### config.mk
export PLATFORM = sky130hd
export DESIGN_NAME = seg7_scan_driver
export DESIGN_NICKNAME = d
export VERILOG_FILES = /design/src/rtl/seg7_pkg.sv /design/src/rtl/seg7_hex_decode.sv /design/src/rtl/seg7_scan_driver.sv
export SDC_FILE = /design/constraint.sdc
export NUM_CORES = 1
export LEC_CHECK = 0
export CAP_MARGIN = 20
export CORE_ASPECT_RATIO = 1.4
export CORE_MARGIN = 5
export CORE_UTILIZATION = 24
export CTS_CLUSTER_SIZE = 8
export DETAILED_ROUTE_END_ITERATION = 7
export PLACE_DENSITY = 0.41
export REMOVE_ABC_BUFFERS = 1
export SLEW_MARGIN = 25
export SYNTH_ARGS = -nofsm -noshare
export SYNTH_HDL_FRONTEND = slang
export SYNTH_HIERARCHICAL = 1
export SYNTH_SLANG_ARGS = --single-unit
### constraint.sdc
create_clock -name clk -period 3.3 [get_ports clk]
set_input_delay 0.33 -clock clk [delete_from_list [all_inputs] [get_ports clk]]
set_output_delay 0.33 -clock clk [all_outputs]
set_load 0.01 [all_outputs]
### src/rtl/seg7_pkg.sv
// seg7_pkg: shared constants and helpers for the multiplexed 7-segment driver.
// Segment patterns are active-high, bit order {g,f,e,d,c,b,a}.
package seg7_pkg;

    localparam logic [6:0] SEG_BLANK = 7'b000_0000;

    localparam logic [6:0] HEX_SEG [16] = '{
        7'h3F, 7'h06, 7'h5B, 7'h4F,   // 0 1 2 3
        7'h66, 7'h6D, 7'h7D, 7'h07,   // 4 5 6 7
        7'h7F, 7'h6F, 7'h77, 7'h7C,   // 8 9 A b
        7'h39, 7'h5E, 7'h79, 7'h71    // C d E F
    };

    // Width of the digit index; a single-digit display still gets one bit.
    function automatic int idx_width(input int n);
        return (n <= 1) ? 1 : $clog2(n);
    endfunction

endpackage

### src/rtl/seg7_hex_decode.sv
// seg7_hex_decode: nibble to active-high segment pattern, with forced blank.
// Output polarity is handled by the instantiating top level.
module seg7_hex_decode
    import seg7_pkg::*;
(
    input  logic [3:0] nibble,
    input  logic       blank,
    output logic [6:0] pattern
);

    // Table lookup, overridden by blanking.
    always_comb begin
        pattern = blank ? SEG_BLANK : HEX_SEG[nibble];
    end

endmodule

### src/rtl/seg7_scan_driver.sv
// seg7_scan_driver: scans NUM_DIGITS hex digits onto a multiplexed 7-segment
// display with internal refresh prescaler, per-digit decimal point,
// leading-zero blanking, PWM brightness and frame-synchronous digit update.
module seg7_scan_driver
    import seg7_pkg::*;
#(
    parameter int NUM_DIGITS       = 4,
    parameter int REFRESH_DIV      = 100000,
    parameter int DUTY_BITS        = 3,
    parameter int ANODE_ACTIVE_LOW = 1,
    parameter int SEG_ACTIVE_LOW   = 1
) (
    input  logic                              clk,
    input  logic                              reset,
    input  logic                              en,
    input  logic                              load,
    input  logic [4*NUM_DIGITS-1:0]           digits_in,
    input  logic [NUM_DIGITS-1:0]             dp_in,
    input  logic                              blank_lz,
    input  logic [DUTY_BITS-1:0]              brightness,
    output logic [6:0]                        segments,
    output logic                              dp,
    output logic [NUM_DIGITS-1:0]             anode,
    output logic [idx_width(NUM_DIGITS)-1:0]  scan_idx,
    output logic                              frame_done
);

    localparam int                IDX_W      = idx_width(NUM_DIGITS);
    localparam int                PRESC_W    = $clog2(REFRESH_DIV);
    localparam logic [PRESC_W-1:0] PRESC_LAST = PRESC_W'(REFRESH_DIV - 1);
    localparam logic [IDX_W-1:0]  IDX_LAST   = IDX_W'(NUM_DIGITS - 1);
    localparam logic              ANODE_INV  = (ANODE_ACTIVE_LOW != 0);
    localparam logic              SEG_INV    = (SEG_ACTIVE_LOW != 0);

    logic [PRESC_W-1:0]      presc_cnt;
    logic [DUTY_BITS-1:0]    pwm_cnt;
    logic [4*NUM_DIGITS-1:0] pend_digits;
    logic [4*NUM_DIGITS-1:0] act_digits;
    logic [NUM_DIGITS-1:0]   pend_dp;
    logic [NUM_DIGITS-1:0]   act_dp;

    logic                    slot_end;
    logic                    frame_wrap;
    logic                    lit;
    logic                    upper_zero;
    logic [3:0]              cur_nibble;
    logic                    cur_dp;
    logic                    cur_blank;
    logic [NUM_DIGITS-1:0]   cur_select;
    logic [6:0]              cur_pattern;

    // Slot and frame boundaries; frame_done is high in the cycle whose edge wraps the scan.
    assign slot_end   = en && (presc_cnt == PRESC_LAST);
    assign frame_wrap = slot_end && (scan_idx == IDX_LAST);
    assign frame_done = frame_wrap;

    // PWM is compared against the free-running counter so duty is (brightness+1)/2^DUTY_BITS.
    assign lit = en && (pwm_cnt <= brightness);

    // Refresh prescaler, digit index and PWM counter; all freeze while en is low.
    // NOTE: sequential state uses non-blocking assignments so every register samples pre-edge values.
    always_ff @(posedge clk or posedge reset) begin
        if (reset) begin
            presc_cnt <= '0;
            scan_idx  <= '0;
            pwm_cnt   <= '0;
        end else if (en) begin
            pwm_cnt <= pwm_cnt + DUTY_BITS'(1);
            if (slot_end) begin
                presc_cnt <= '0;
                scan_idx  <= (scan_idx == IDX_LAST) ? '0 : scan_idx + IDX_W'(1);
            end else begin
                presc_cnt <= presc_cnt + PRESC_W'(1);
            end
        end
    end

    // Pending/active shadows: the display only ever reads the active copy, swapped at frame wrap.
    // NOTE: these shadows are small flop banks, not RAM, so they take the async reset like any other state.
    always_ff @(posedge clk or posedge reset) begin
        if (reset) begin
            pend_digits <= '0;
            pend_dp     <= '0;
            act_digits  <= '0;
            act_dp      <= '0;
        end else begin
            if (load) begin
                pend_digits <= digits_in;
                pend_dp     <= dp_in;
            end
            if (frame_wrap) begin
                act_digits <= load ? digits_in : pend_digits;
                act_dp     <= load ? dp_in     : pend_dp;
            end
        end
    end

    // Select the current digit and decide leading-zero blanking from the top digit down.
    // NOTE: every always_comb output gets a default first so no path can infer a latch.
    always_comb begin
        cur_nibble = 4'h0;
        cur_dp     = 1'b0;
        cur_blank  = 1'b0;
        cur_select = '0;
        upper_zero = 1'b1;
        for (int i = NUM_DIGITS - 1; i >= 0; i--) begin
            upper_zero = upper_zero && (act_digits[4*i +: 4] == 4'h0);
            if (scan_idx == IDX_W'(i)) begin
                cur_nibble    = act_digits[4*i +: 4];
                cur_dp        = act_dp[i];
                cur_blank     = blank_lz && (i != 0) && upper_zero;
                cur_select[i] = 1'b1;
            end
        end
    end

    seg7_hex_decode u_decode (
        .nibble  (cur_nibble),
        .blank   (cur_blank),
        .pattern (cur_pattern)
    );

    // Registered pin drivers with polarity applied; segments stay driven while the anode is gated off.
    always_ff @(posedge clk or posedge reset) begin
        if (reset) begin
            anode    <= {NUM_DIGITS{ANODE_INV}};
            segments <= {7{SEG_INV}};
            dp       <= SEG_INV;
        end else begin
            anode    <= (lit ? cur_select : '0) ^ {NUM_DIGITS{ANODE_INV}};
            segments <= cur_pattern ^ {7{SEG_INV}};
            dp       <= cur_dp ^ SEG_INV;
        end
    end

endmodule
* Word-level counts from Yosys, hierarchy flattened
Memory sizes are Yosys's and may differ from the RTL's. Cells that the tools add are included.
Word-level totals: bits in writable memories 0, input bits 28, bits in read-only memories 112, register bits 74, memories kept 1, latch bits 0
Operators by class: add/subtract/negate cells 3, eq/ne operators 4, $mul 0, bitwise logic cells 4, shift operators 0, $lt $le $gt $ge 2, mux-type cells 24, reductions and logical operators 13, div/mod/pow operators 0
Memories:
- (name not given) | words 16, bits a word 7, read ports 1, clocked after memory_dff 0, write ports 0, line seg7_hex_decode.sv:13 | pattern = blank ? SEG_BLANK : HEX_SEG[nibble];
Operators with widths (count):
- 4-bit two-way mux | 6
- 7-bit two-way mux | 3
- 17-bit by 1-bit adder with 17-bit output (second input constant) | 1
- 17-bit == test (second input constant) | 1
- 17-bit two-way mux | 1
- 16-bit two-way mux | 1
- 4-bit zero test | 3
- 1-bit two-way mux | 12
- 1-bit logical AND | 8
- 7-bit NOT | 1
- 5-bit greater-or-equal comparator (second input constant) | 1
- 4-bit NOT with 5-bit output | 1
- 2-bit == test (second input constant) | 2
- 4-bit NOT | 1
- 3-bit by 1-bit adder with 3-bit output (second input constant) | 1
- 3-bit less-or-equal comparator | 1
- 2-bit by 1-bit adder with 2-bit output (second input constant) | 1
- 2-bit by 1-bit == test with 1-bit output (second input constant) | 1
- 2-bit zero test | 1
- 2-bit two-way mux | 1
- 2-bit AND reduction | 1
- 1-bit NOT | 1

* Longest topological paths before layout
depth in word-level cells 11, gate-level depth with buffers 12

* Modules after synthesis
Netlist, hierarchy kept.
Modules (own cells, without submodules):
- seg7_scan_driver | times used 1, sequential area each 1866.8 µm², area an instance 3315.7 µm², cells each 256
- seg7_hex_decode | times used 1, sequential area each 0.0 µm², area an instance 261.5 µm², cells each 35

* Least setup slack after synthesis
Ideal clock, no wire load.
path type register to register, start reg scan_idx[0], end reg segments[3], buffers on the path 1, data required time 3.226 ns, cell stages (with the launch flop) 13, slack 0.492 ns, arrival 2.734 ns, clock period less this slack 2.808 ns, path through dfrtp_1 -> inv_1 -> ha_1 -> clkbuf_1 -> nor2b_1 -> a221oi_1 -> o31ai_1 -> inv_1 -> ha_1 -> inv_1 -> mux4_2 -> nor2_1 -> inv_1
Between the ends: cells in the longest elaborated chain, start to end 11, elaborated cells between the ends (all ways) 18
Ends and longest elaborated chain:
- from (decl) | line seg7_scan_driver.sv:24 | output logic [idx_width(NUM_DIGITS)-1:0] scan_idx,
- from (signal assigned) | line seg7_scan_driver.sv:71 | scan_idx <= (scan_idx == IDX_LAST) ? '0 : scan_idx + IDX_W'(1);
- 2-bit == test | line seg7_scan_driver.sv:108 | if (scan_idx == IDX_W'(i)) begin
- 4-bit two-way mux (3 in series) | line seg7_scan_driver.sv:108
- 4-bit two-way mux * | line seg7_scan_driver.sv:108
- via cur_nibble[1] | line seg7_scan_driver.sv:46 | logic [3:0] cur_nibble;
- 4-bit NOT with 5-bit output (implied by the code) * | line seg7_hex_decode.sv:13
- memory read 16 x 7 bit *
- 7-bit two-way mux (implied by the code) * (2 in series) | line seg7_hex_decode.sv:13
- 7-bit two-way mux * | line seg7_hex_decode.sv:13
- via cur_pattern[3] | line seg7_scan_driver.sv:50 | logic [6:0] cur_pattern;
- 7-bit NOT (no line) *
- to (signal assigned) | line seg7_scan_driver.sv:127 | segments <= {7{SEG_INV}};
- to (signal assigned) | line seg7_scan_driver.sv:131 | segments <= cur_pattern ^ {7{SEG_INV}};
- to (decl) | line seg7_scan_driver.sv:21 | output logic [6:0] segments,
The timed path passes the listed nets; every way through them passes the cells marked *. The select of a mux whose other input is x is not followed. A chain may end at the register's enable or synchronous reset.

* Worst setup path in the final report
Ends and elaborated chain as after synthesis.

==> results by group <==
Timing
  • Fin Setup TNS: 0 ns
  • Slew Viols, Final: 0
  • Max Clk Rate: 363 MHz
  • Final-report hold violation count: 0
  • Slew @ Worst Pin: ~0.54 ns
  • RSZ-0062 raised after global routing: no
  • Period utilization: between 80% and 90%
  • Relative slew slack: between 60% and 70%
  • Setup Skew: 0.00837 ns
  • Minimum clock period: 2.76 ns
  • Final setup fails: 0

CTS
  • Clk sink count: 74
  • CTS buffer count: 9
  • CTS tree: done
  • Hold_buf cts: 0
  • Cts repair resizes: 0
  • Clock Pin Slew Worst Setup and Hold Paths: around 0.060 ns
  • Post-CTS setup buffers: 0
  • Clock buffer depth: 2
  • Clk_lat worst skew: 0.33 ns
  • CTS Root Cell: clkbuf_16
  • Htree depth: 3

Worst setup path
  • Top cell by count, worst path: inv_1
  • Critical path cell sequence: inv_1 > ha_1 > nor2b_1 > a221oi_1 > o31ai_1 > buf_4 > inv_1 > ha_1 > inv_1 > mux4_2 > nor2_1 > inv_1
  • Crit. End Element: register
  • Critical path fanouts, max: 9
  • Crit path launch type: register
  • Setup Crit Path Kind: register to register
  • Peak per-stage delay on the critical path: about 0.45 ns
  • CP max-delay cell: mux4_2
  • Worst Path Arrival: between 3 and 4 ns
  • Worst EP required: 3.57 ns
  • CP Buf/Inv Count: 5
  • Cell family with most CP delay: adder cells

Power
  • Combinational Power Share: 12.2%
  • Clk network pwr share: a little over two fifths
  • Cell internal pwr: ~1.7 mW
  • Sequential Power Share: between 40% and 50%
  • Sw frac: between 20 and 30%
  • P per Cell Area: roughly 510 nW/µm²
  • P_leak: 2.00 nW
  • Net Sw Power: 0.590 mW
  • Peak VDD IR: roughly 0.24 mV

Global route
  • Largest net degree at the start of global routing: 30
  • First-pass GRT wire length: ~13,000 µm
  • GRT Total Usage: under 10%
  • Antenna violations before repair: 0
  • Grt ovf: 0
  • Vias in the first global route: 2,541

Placement
  • Number of cells after detailed placement: 521
  • Port bufs: 42
  • Placed wire-length estimate: about 5600 µm
  • Routability cong.: around 0.76

Die
  • Site Rows: 52
  • Die area: around 17,000 µm²
  • I/O pin cnt: 43
  • Die width: 113 µm
  • Starting Density: 24.5%
  • Vert. Die Dim: between 150 and 200 µm
  • Core area: between 10,000 and 15,000 µm²

Logic synthesis
  • Count leader, synth: dfrtp_1
  • Yosys top cell area share: 43.4%
  • Register area share after synthesis: approximately 52%
  • Synth async-reset ratio: 100%
  • Yosys cell types: between 40 and 50
  • Synth Flop Type: dfrtp_1
  • Syn. warnings: 6
  • Mapped Area: between 3000 and 4000 µm²
  • Avg Cell Area, Syn: ~12 µm²
  • Synth top cells by count: 62 x dfrtp_1, 23 x mux2_2, 20 x inv_1, 20 x mux2_4
  • Syn Inst Count: 291
  • Cell taking the most area after synthesis: dfrtp_1
  • Synth top area cells: dfrtp_1 43%, dfstp_2 8.8%, mux2_4 8.4%, mux2_2 7.2%, ha_1 5.2%
  • Yosys reg bits: 74
  • Post-synth EDFFs: 0

Drt
  • Iter 0 DRT Violations: 75
  • Metal2 WL: 3960 µm
  • Via density: roughly 4.4
  • Met3 routed WL: 388 µm
  • Met1 Wirelength: about 3400 µm
  • Remaining DRCs: 0
  • DRT antenna net count: 0
  • DRT Pass-1 Iters: 4
  • WL final: 7880 µm
  • Mean routed wirelength per cell: around 15 µm
  • Vias: about 2,300
  • Top layer in use: met4

Finish
  • Finished Layout Cells: roughly 540
  • Nets: approximately 390
  • Area grow syn2layout: 27.0%
  • Share of layout cells above drive strength 1: about 25%
  • Fillers: around 1,500
  • Antenna Cells: 0

Run
  • Max Cap Viol: 0

Worst hold path
  • Hold Path Class: primary input to async pin

Run status
  • Outcome: finished, final reports clean
## layout by cell type, fill, tap and decap left out, types with 6 or more instances in the layout
| master | n |
|---|---|
| dfrtp_1 | 62 |
| inv_1 | 19 |
| nor2_1 | 15 |
| mux2_2 | 23 |
| xnor2_1 | 12 |
| clkdlybuf4s50_1 | 42 |
| nor2b_1 | 8 |
| clkbuf_16 | 9 |
| nor4_1 | 6 |
| o21ai_0 | 6 |
| nand2_1 | 14 |
| buf_4 | 10 |
| nand3_1 | 12 |
| a21oi_1 | 7 |
| dfstp_2 | 12 |
| ha_1 | 15 |
| mux2_4 | 20 |
## stage by stage
step | setup WS (ns) | power [mW] | util (%) | hold WS (ns) | cell area, µm²
4_1_cts | 0.537 | 2.37 | 31.2 | 0.380 | 4540
3_3_place_gp | 0.677 | 1.37 | 29.1 | 0.454 | 4250
2_1_floorplan | 0.375 | 1.25 | - | 0.389 | 3510
5_1_grt | 0.183 | 2.45 | 31.2 | 0.405 | 4540
6_report | 0.544 | 2.33 | 31.2 | 0.363 | 4540
3_5_place_dp | 0.535 | 1.37 | 29.1 | 0.443 | 4250
## final cells by class
cell class,instances,area [µm²],share of cell area (%)
inverters,20,75.1,1.65
clock inverters,6,66.3,1.46
well taps,189,236,5.21
flip-flops and latches,74,1870,41.1
multi-input cells,186,1570,34.6
clock buffers,10,229,5.04
repair buffers,52,495,10.9
## cells by family (layout without fill, tap and decap cells)
family                   Yosys count  after routing  synth area share, %
AO/OA/AOI/OAI                     31             31                 5.95
multiplexers                      45             45                 16.5
adder cells (fa/ha/maj)           15             15                 5.25
flip-flops                        74             74                 52.2
buffers and inverters             31             88                 3.85
AND/OR/NAND/NOR                   80             80                 12.6
XOR/XNOR                          15             15                 3.67
## worst paths after layout
path / startpoint / cells after the start / slack (ns) / to
setup reg to reg: scan_idx[0] / 12 / 0.54 / segments[3]
min in group clk: act_dp[0] / 1 / 0.44 / dp
hold / removal: reset / 2 / 0.36 / pend_dp[1]
hold reg to reg: act_dp[0] / 1 / 0.44 / dp
setup / recovery: scan_idx[0] / 12 / 0.54 / segments[3]
max in group asynchronous: reset / 3 / 2.10 / anode[0]
## power groups by stage
| stage | clock [mW] | sequential [mW] | combinational (mW) |
|---|---|---|---|
| after CTS | 1.01 | 1.07 | 0.292 |
| after global placement | 0 | 1.08 | 0.286 |
| final | 0.977 | 1.07 | 0.283 |
| after floorplan | 0 | 1.07 | 0.187 |
| after global routing | 1.04 | 1.08 | 0.330 |
| after detailed placement | 0 | 1.08 | 0.290 |
## sequential cells by signal, summed over array words and instances, names as in the netlist
signal and count:
pwm_cnt 3, anode 4, dp 1, presc_cnt 17, segments 7, pend_digits 16
act_dp 4, pend_dp 4, act_digits 16, scan_idx 2
## routing by layer
metal	up-vias	track usage, %
met5	-	0
met4	0	4.41
met3	10	3.09
met2	43	15.7
met1	1160	11.6
li1	1126	-
Power figures use the tool's default switching activity.
